## src/rtl/key_mon_pkg.sv

```systemverilog
// Shared definitions for the key tamper monitor: FSM states and default widths.
package key_mon_pkg;

    localparam int KEY_W_DEF  = 56;
    localparam int TRIG_W_DEF = 32;
    localparam int WEIGHT_W   = 6;

    typedef enum logic [1:0] {
        ST_IDLE    = 2'd0,
        ST_ARMED   = 2'd1,
        ST_SUSPECT = 2'd2,
        ST_ALARM   = 2'd3
    } state_t;

endpackage

```

## src/rtl/key_diff_weight.sv

```systemverilog
// Combinational popcount of the key difference vector.
import key_mon_pkg::*;

module key_diff_weight #(
    parameter int KEY_W = KEY_W_DEF
) (
    input  logic [KEY_W-1:0]    diff,
    output logic [WEIGHT_W-1:0] weight
);

    logic [WEIGHT_W-1:0] partial [0:KEY_W];

    assign partial[0] = '0;

    genvar gi;
    generate
        for (gi = 0; gi < KEY_W; gi++) begin : g_pop
            assign partial[gi+1] = partial[gi] + {{(WEIGHT_W-1){1'b0}}, diff[gi]};
        end
    endgenerate

    assign weight = partial[KEY_W];

endmodule

```

## src/rtl/key_tamper_detector.sv

```systemverilog
// Compares every key delivered to the cipher against a captured golden key,
// counts corruptions and raises a sticky alarm at a programmable threshold.
import key_mon_pkg::*;

module key_tamper_detector #(
    parameter int KEY_W        = KEY_W_DEF,
    parameter int TRIG_W       = TRIG_W_DEF,
    parameter int CNT_W        = 8,
    parameter int ALARM_THRESH = 3
) (
    input  logic                clk,
    input  logic                rst,
    input  logic                key_load,
    input  logic [KEY_W-1:0]    golden_key,
    input  logic                obs_valid,
    input  logic [KEY_W-1:0]    obs_key,
    input  logic [TRIG_W-1:0]   obs_trigger,
    input  logic                clear,
    output logic                mismatch,
    output logic [KEY_W-1:0]    diff_mask,
    output logic [WEIGHT_W-1:0] diff_weight,
    output logic [TRIG_W-1:0]   first_trigger,
    output logic [CNT_W-1:0]    mismatch_cnt,
    output logic                alarm,
    output logic [1:0]          state
);

    localparam logic [CNT_W-1:0] THRESH  = CNT_W'(ALARM_THRESH);
    localparam logic [CNT_W-1:0] CNT_MAX = '1;

    state_t              state_reg;
    logic [KEY_W-1:0]    golden_reg;
    logic [KEY_W-1:0]    diff_mask_reg;
    logic [WEIGHT_W-1:0] diff_weight_reg;
    logic [TRIG_W-1:0]   first_trigger_reg;
    logic [CNT_W-1:0]    cnt_reg;
    logic                mismatch_reg;
    logic                alarm_reg;

    logic [KEY_W-1:0]    diff_next;
    logic [WEIGHT_W-1:0] weight_next;
    logic [CNT_W-1:0]    cnt_next;

    assign diff_next = obs_key ^ golden_reg;
    assign cnt_next  = (cnt_reg == CNT_MAX) ? cnt_reg : cnt_reg + 1'b1;

    key_diff_weight #(.KEY_W(KEY_W)) u_weight (
        .diff   (diff_next),
        .weight (weight_next)
    );

    always_ff @(posedge clk or posedge rst) begin
        if (rst) begin
            state_reg         <= ST_IDLE;
            golden_reg        <= '0;
            diff_mask_reg     <= '0;
            diff_weight_reg   <= '0;
            first_trigger_reg <= '0;
            cnt_reg           <= '0;
            mismatch_reg      <= 1'b0;
            alarm_reg         <= 1'b0;
        end else begin
            mismatch_reg <= 1'b0;
            if (clear || key_load) begin
                // Any observation arriving alongside a load or clear is dropped.
                if (clear) begin
                    cnt_reg           <= '0;
                    alarm_reg         <= 1'b0;
                    first_trigger_reg <= '0;
                    diff_mask_reg     <= '0;
                    diff_weight_reg   <= '0;
                    state_reg         <= (state_reg == ST_IDLE) ? ST_IDLE : ST_ARMED;
                end
                // A lone load cannot clear an alarm; clear+load reloads from any state.
                if (key_load && (clear || state_reg != ST_ALARM)) begin
                    golden_reg        <= golden_key;
                    cnt_reg           <= '0;
                    first_trigger_reg <= '0;
                    state_reg         <= ST_ARMED;
                end
            end else if (obs_valid && state_reg != ST_IDLE) begin
                diff_mask_reg   <= diff_next;
                diff_weight_reg <= weight_next;
                if (diff_next != '0) begin
                    mismatch_reg <= 1'b1;
                    cnt_reg      <= cnt_next;
                    if (state_reg != ST_ALARM) begin
                        if (state_reg == ST_ARMED)
                            first_trigger_reg <= obs_trigger;
                        if (cnt_next >= THRESH) begin
                            state_reg <= ST_ALARM;
                            alarm_reg <= 1'b1;
                        end else begin
                            state_reg <= ST_SUSPECT;
                        end
                    end
                end
            end
        end
    end

    assign mismatch      = mismatch_reg;
    assign diff_mask     = diff_mask_reg;
    assign diff_weight   = diff_weight_reg;
    assign first_trigger = first_trigger_reg;
    assign mismatch_cnt  = cnt_reg;
    assign alarm         = alarm_reg;
    assign state         = state_reg;

endmodule

```

## config.mk

```make
export PLATFORM = sky130hd
export DESIGN_NAME = key_tamper_detector
export DESIGN_NICKNAME = d
export VERILOG_FILES = /design/src/rtl/key_mon_pkg.sv /design/src/rtl/key_diff_weight.sv /design/src/rtl/key_tamper_detector.sv
export SDC_FILE = /design/constraint.sdc
export NUM_CORES = 1
export LEC_CHECK = 0
export BUFFER_PORTS_ARGS = -buffer_cell sky130_fd_sc_hd__buf_2
export CORE_MARGIN = 10
export CORE_UTILIZATION = 45
export CTS_CLUSTER_DIAMETER = 60
export CTS_CLUSTER_SIZE = 14
export DETAILED_ROUTE_END_ITERATION = 8
export PLACE_DENSITY_LB_ADDON = 0.2
export REMOVE_ABC_BUFFERS = 1
export SLEW_MARGIN = 0
export SYNTH_ARGS = -nofsm -noshare
export SYNTH_HDL_FRONTEND = slang
export SYNTH_HIERARCHICAL = 1
export SYNTH_SLANG_ARGS = --single-unit
```

## constraint.sdc

```tcl
create_clock -name clk -period 9.55 [get_ports clk]
set_input_delay 0.4775 -clock clk [delete_from_list [all_inputs] [get_ports clk]]
set_output_delay 0.4775 -clock clk [all_outputs]
set_load 0.03 [all_outputs]
```

# == After elaboration in Yosys (flattened, before gate mapping) ==
# Index checks and enable logic that the tools add are counted.
# word_totals
inputBits,149
regBits,162
out_inout_bits,106
wordCells,125
# classes
order_cmp,1
bitwise_logic,1
mux,36
n_reduce_logical,18
n_eq_ne,5
add_sub_neg,56
# op_table
cell,n
6-bit by 1-bit adder with 6-bit output,54
32-bit 2-to-1 mux,7
56-bit 2-to-1 mux,3
56-bit nonzero test,1
56-bit bitwise XOR,1
8-bit 2-to-1 mux,6
6-bit 2-to-1 mux,3
2-bit 2-to-1 mux,6
2-bit nonzero test,6
1-bit 2-to-1 mux,11
5-bit AND reduction,2
"8-bit by 1-bit adder with 8-bit output, second input constant",1
"8-bit == test, second input constant",1
"8-bit by 2-bit greater-or-equal comparator with 1-bit output, second input constant",1
"2-bit inequality test, second input constant",2
2-bit AND reduction,2
4-bit AND reduction,1
"3-bit by 2-bit inequality test with 1-bit output, second input constant",1
3-bit AND reduction,1
1-bit by 1-bit adder with 2-bit output,1
"2-bit by 1-bit == test with 1-bit output, second input constant",1
1-bit logical AND,2
2-bit logical NOT,1
1-bit logical OR,2

# == Logic depth before layout (Yosys ltp) ==
# depth
depth_word,58
ltp_mapped,23
ltp_nobuf,23

# == Cells and area by module ==
# The synthesis kept the hierarchy.
# by_module_without_submodules
module,seq_area_each_um2,n_inst,area_each_um2,cells_per_inst
key_tamper_detector,4053.9,1,7317.0,696
key_diff_weight,0.0,1,1476.4,145

# == Least setup slack after synthesis ==
# No wires, ideal clock.
# synth_path
kind,input port to flip-flop
startpoint,input obs_key[0]
endpoint,"register diff_weight_reg[4], in the netlist diff_weight[4]"
cell_stages,20
arrival_time_ps,5970
setup_slack_ps,3514
n_path_buf,0
required_time_ps,9484
setup_ps,66
cell_sequence,xor2_1 -> inv_1 -> fa_1 -> inv_1 -> fa_1 -> fa_1 -> fa_1 -> fa_1 -> fa_1 -> inv_1 -> fa_1 -> fa_1 -> inv_1 -> ha_1 -> fa_1 -> a21o_2 -> a21oi_1 -> xnor2_1 -> nand2_1 -> nand2_1
# synth_between
elab_chain_cells,58
# synth_lines
item,line_no,text
start: declaration,key_tamper_detector.sv:16,"input logic [KEY_W-1:0] obs_key,"
56-bit bitwise XOR,key_tamper_detector.sv:44,assign diff_next = obs_key ^ golden_reg;
1-bit by 1-bit adder with 2-bit output,key_diff_weight.sv:18,"assign partial[gi+1] = partial[gi] + {{(WEIGHT_W-1){1'b0}}, diff[gi]};"
6-bit by 1-bit adder with 6-bit output (54 in series),key_diff_weight.sv:18,
via weight_next[4],key_tamper_detector.sv:41,logic [WEIGHT_W-1:0] weight_next;
6-bit 2-to-1 mux,key_tamper_detector.sv:81,end else if (obs_valid && state_reg != ST_IDLE) begin
6-bit 2-to-1 mux,key_tamper_detector.sv:64,if (clear || key_load) begin
end signal: assignment,key_tamper_detector.sv:83,diff_weight_reg <= weight_next;
end: declaration,key_tamper_detector.sv:34,logic [WEIGHT_W-1:0] diff_weight_reg;
# The timed path passes the listed nets, and every way through them passes these cells. The select of a mux whose other input is x is not followed.
# A chain may end at the register's enable or synchronous reset.

# == Worst setup path in the final report ==
# layout_path
startpoint,register golden_reg[3]
endpoint,"register diff_weight_reg[4], in the netlist diff_weight[4]"
# layout_between
elab_chain_cells,56
# layout_lines
item,line_no,text
start: declaration,key_tamper_detector.sv:32,logic [KEY_W-1:0] golden_reg;
start signal: assignment,key_tamper_detector.sv:76,golden_reg <= golden_key;
56-bit bitwise XOR,key_tamper_detector.sv:44,
via diff_next[3],key_tamper_detector.sv:40,logic [KEY_W-1:0] diff_next;
6-bit by 1-bit adder with 6-bit output (53 in series),key_diff_weight.sv:18,
via weight_next[4],key_tamper_detector.sv:41,
6-bit 2-to-1 mux,key_tamper_detector.sv:81,
6-bit 2-to-1 mux,key_tamper_detector.sv:64,
# The timed path passes the listed nets, and every way through them passes these cells. The select of a mux whose other input is x is not followed.

==> results.json <==
{
  "synth_edf_count": 0,
  "first_pass_iters": 5,
  "yosys_most_used_dff": "dfrtp_1",
  "globalRouteTotalUtil_pct": 19.4,
  "drtAntennaViolNets": 0,
  "synthCells": 841,
  "layout-drive-gt1-share_pct": 33.0,
  "yosysWarningCount": 6,
  "clk_pin_slew_worst_paths_ns": 0.07,
  "r2r_cells": 20,
  "fp.dieH_microns": 160,
  "area_growth_pct": 24.4,
  "ys_seq_area_share_pct": 46.1,
  "cts_tree": "built",
  "ys_ff_latch": 162,
  "grt_overflow": 0,
  "port_buffers": 254,
  "start_util_pct": 45.5,
  "status": "finished, final reports clean",
  "hold_buffers": 0,
  "start_kind": "register",
  "hold_violations": 0,
  "async_flop_share_pct": 100,
  "clockBufferDepth": 2,
  "crit_path_end_kind": "register",
  "critPathRequiredTime_ns": 9.92,
  "relSlewSlack_pct": 27.5,
  "nets": 1295,
  "drv_slew": 0,
  "numCtsBuffers": 17,
  "cts-resized-gates": 0,
  "cts_setup_buffers": 0,
  "clock_skew_ns": 0.0158,
  "dp_hpwl_mm": 18.9,
  "layout_min_cycle_time_ns": 6.37,
  "drc": 0,
  "dieArea_sq_um": 25500,
  "antenna_found_initial": 0,
  "num_rows": 51,
  "fin_crit_sh_pct": 66.7,
  "worstPathArrival_ns": 6.74,
  "cts_max_level": 4,
  "max_clock_freq_mhz": 157,
  "clk_latency_ns": 0.44,
  "rrSetupSlack_ns": 3.18,
  "routed_wl_mm": 24.7,
  "via_per_inst": 4.92,
  "worst_r2r_endpoint": "diff_weight[4]",
  "max_cap_viol_count": 0,
  "synth_cell_types": 51,
  "min_path_type": "primary input to asynchronous set/reset pin",
  "cts_root_buf": "clkbuf_16",
  "rsz0062_at_grt": "false",
  "r2r-start": "golden_reg[3]",
  "setup_violations": 0,
  "tightest_slew_ns": 1.09,
  "avgSynthCellArea_sq_um": 10.5,
  "antenna_cells": 0,
  "wire_per_inst_microns": 18.2,
  "syn-cell-area_sq_um": 8790,
  "core_sq_um": 19300,
  "finalSetupTns_ns": 0,
  "die_w_microns": 160,
  "globalplace.congestion": 0.846,
  "via_count": 6706,
  "crit_type": "register to register",
  "grt_pass1_wl_mm": 39.6,
  "grt_pass1_vias": 7055,
  "io_pins": 255,
  "path_max_fanout": 3,
  "grt_max_degree": 105,
  "cts_sinks": 162,
  "drt_iter0_markers": 409
}
-- cell usage in the layout, fill, tap and decap left out, types with 17 or more instances in the layout --
cell type and n:
fa_1 46, inv_1 105, nor2_1 22, nand2_1 151, buf_2 254, clkbuf_16 17
mux2_2 56, dfrtp_1 162, nand3_1 61, xor2_1 58, mux2i_1 32
-- per-stage QoR --
step / std cells / cell area [sq um] / hold WS [ns] / util [%] / setup slack [ns]
2_1_floorplan: 805 / 8640 / 0.500 / - / 3.45
5_1_grt: 1362 / 10900 / 0.254 / 56.6 / 2.89
3_3_place_gp: 1330 / 10300 / 0.475 / 53.4 / 3.07
3_5_place_dp: 1330 / 10300 / 0.480 / 53.4 / 2.96
4_1_cts: 1362 / 10900 / 0.261 / 56.6 / 3.14
6_report: 1362 / 10900 / 0.213 / 56.6 / 3.18
-- cell usage after synthesis, types with 2 or more instances --
master | n | area (sq um)
a21oi_1 | 10 | 50.1
xnor2_1 | 2 | 17.5
inv_1 | 107 | 402
mux2i_1 | 32 | 320
nor2_1 | 24 | 90.1
ha_1 | 16 | 200
nand4_1 | 4 | 25.0
o31ai_1 | 5 | 37.5
a41oi_1 | 2 | 17.5
o21ai_0 | 3 | 15.0
xor2_1 | 58 | 508
o211ai_1 | 2 | 15.0
and3_1 | 5 | 31.3
nand3_1 | 61 | 305
nand2_1 | 151 | 567
nor4_1 | 14 | 87.6
clkbuf_1 | 24 | 90.1
buf_4 | 3 | 22.5
mux2_2 | 56 | 631
a31oi_1 | 4 | 25.0
buf_1 | 7 | 26.3
dfrtp_1 | 162 | 4050
a211oi_1 | 3 | 22.5
fa_1 | 46 | 921
a21o_1 | 2 | 15.0
or3_1 | 3 | 18.8
o22a_1 | 2 | 17.5
nor3_1 | 10 | 50.1
-- worst max path at each step --
stage                   from        endpoint  slack, ns
2_1_floorplan     obs_key[0]  diff_weight[4]       3.45
3_3_place_gp      obs_key[0]  diff_weight[4]       3.07
3_5_place_dp      obs_key[3]  diff_weight[4]       2.96
4_1_cts        golden_reg[3]  diff_weight[4]       3.14
5_1_grt        golden_reg[3]  diff_weight[4]       2.89
6_report       golden_reg[3]  diff_weight[4]       3.18
-- layer usage --
metal  part of all wire, %  GRT usage (%)
met3                   7.5           6.53
met5                     0              0
met1                    43           24.7
met2                    48           31.0
met4                   1.3           5.09
-- layout make-up --
type	count	area [sq um]
clock buffers	17	425
fillers	1763	8390
well taps	265	332
clock inverters	15	196
inverters	107	407
repair buffers	260	1320
flip-flops and latches	162	4050
multi-input cells	536	4210
-- kinds of logic after synthesis --
group | after synthesis | share of synthesized area [%]
buffers and inverters | 143 | 6.33
DFF | 162 | 46.1
adders and majority gates | 62 | 12.7
and+or+nand+nor | 285 | 14.7
xor gates and xnor gates | 60 | 5.98
muxes | 88 | 10.8
AOI/OAI and AO/OA | 41 | 3.32
-- critical path, cell delays in order, from the launching register on --
cell and delay, ns:
dfrtp_1 0.39, xor2_1 0.42, inv_1 0.11, fa_1 0.50, inv_1 0.05, fa_1 0.53, fa_1 0.45, fa_1 0.56
fa_1 0.46, fa_1 0.51, inv_1 0.05, fa_1 0.45, fa_1 0.50, inv_1 0.04, ha_1 0.22, fa_1 0.41
a21o_2 0.22, a21oi_1 0.17, xnor2_1 0.13, nand2_1 0.06, nand2_1 0.08
Power is left out: the tool's default activity adds up to more than one toggle a clock period on the data nets, which glitch-free logic cannot reach.
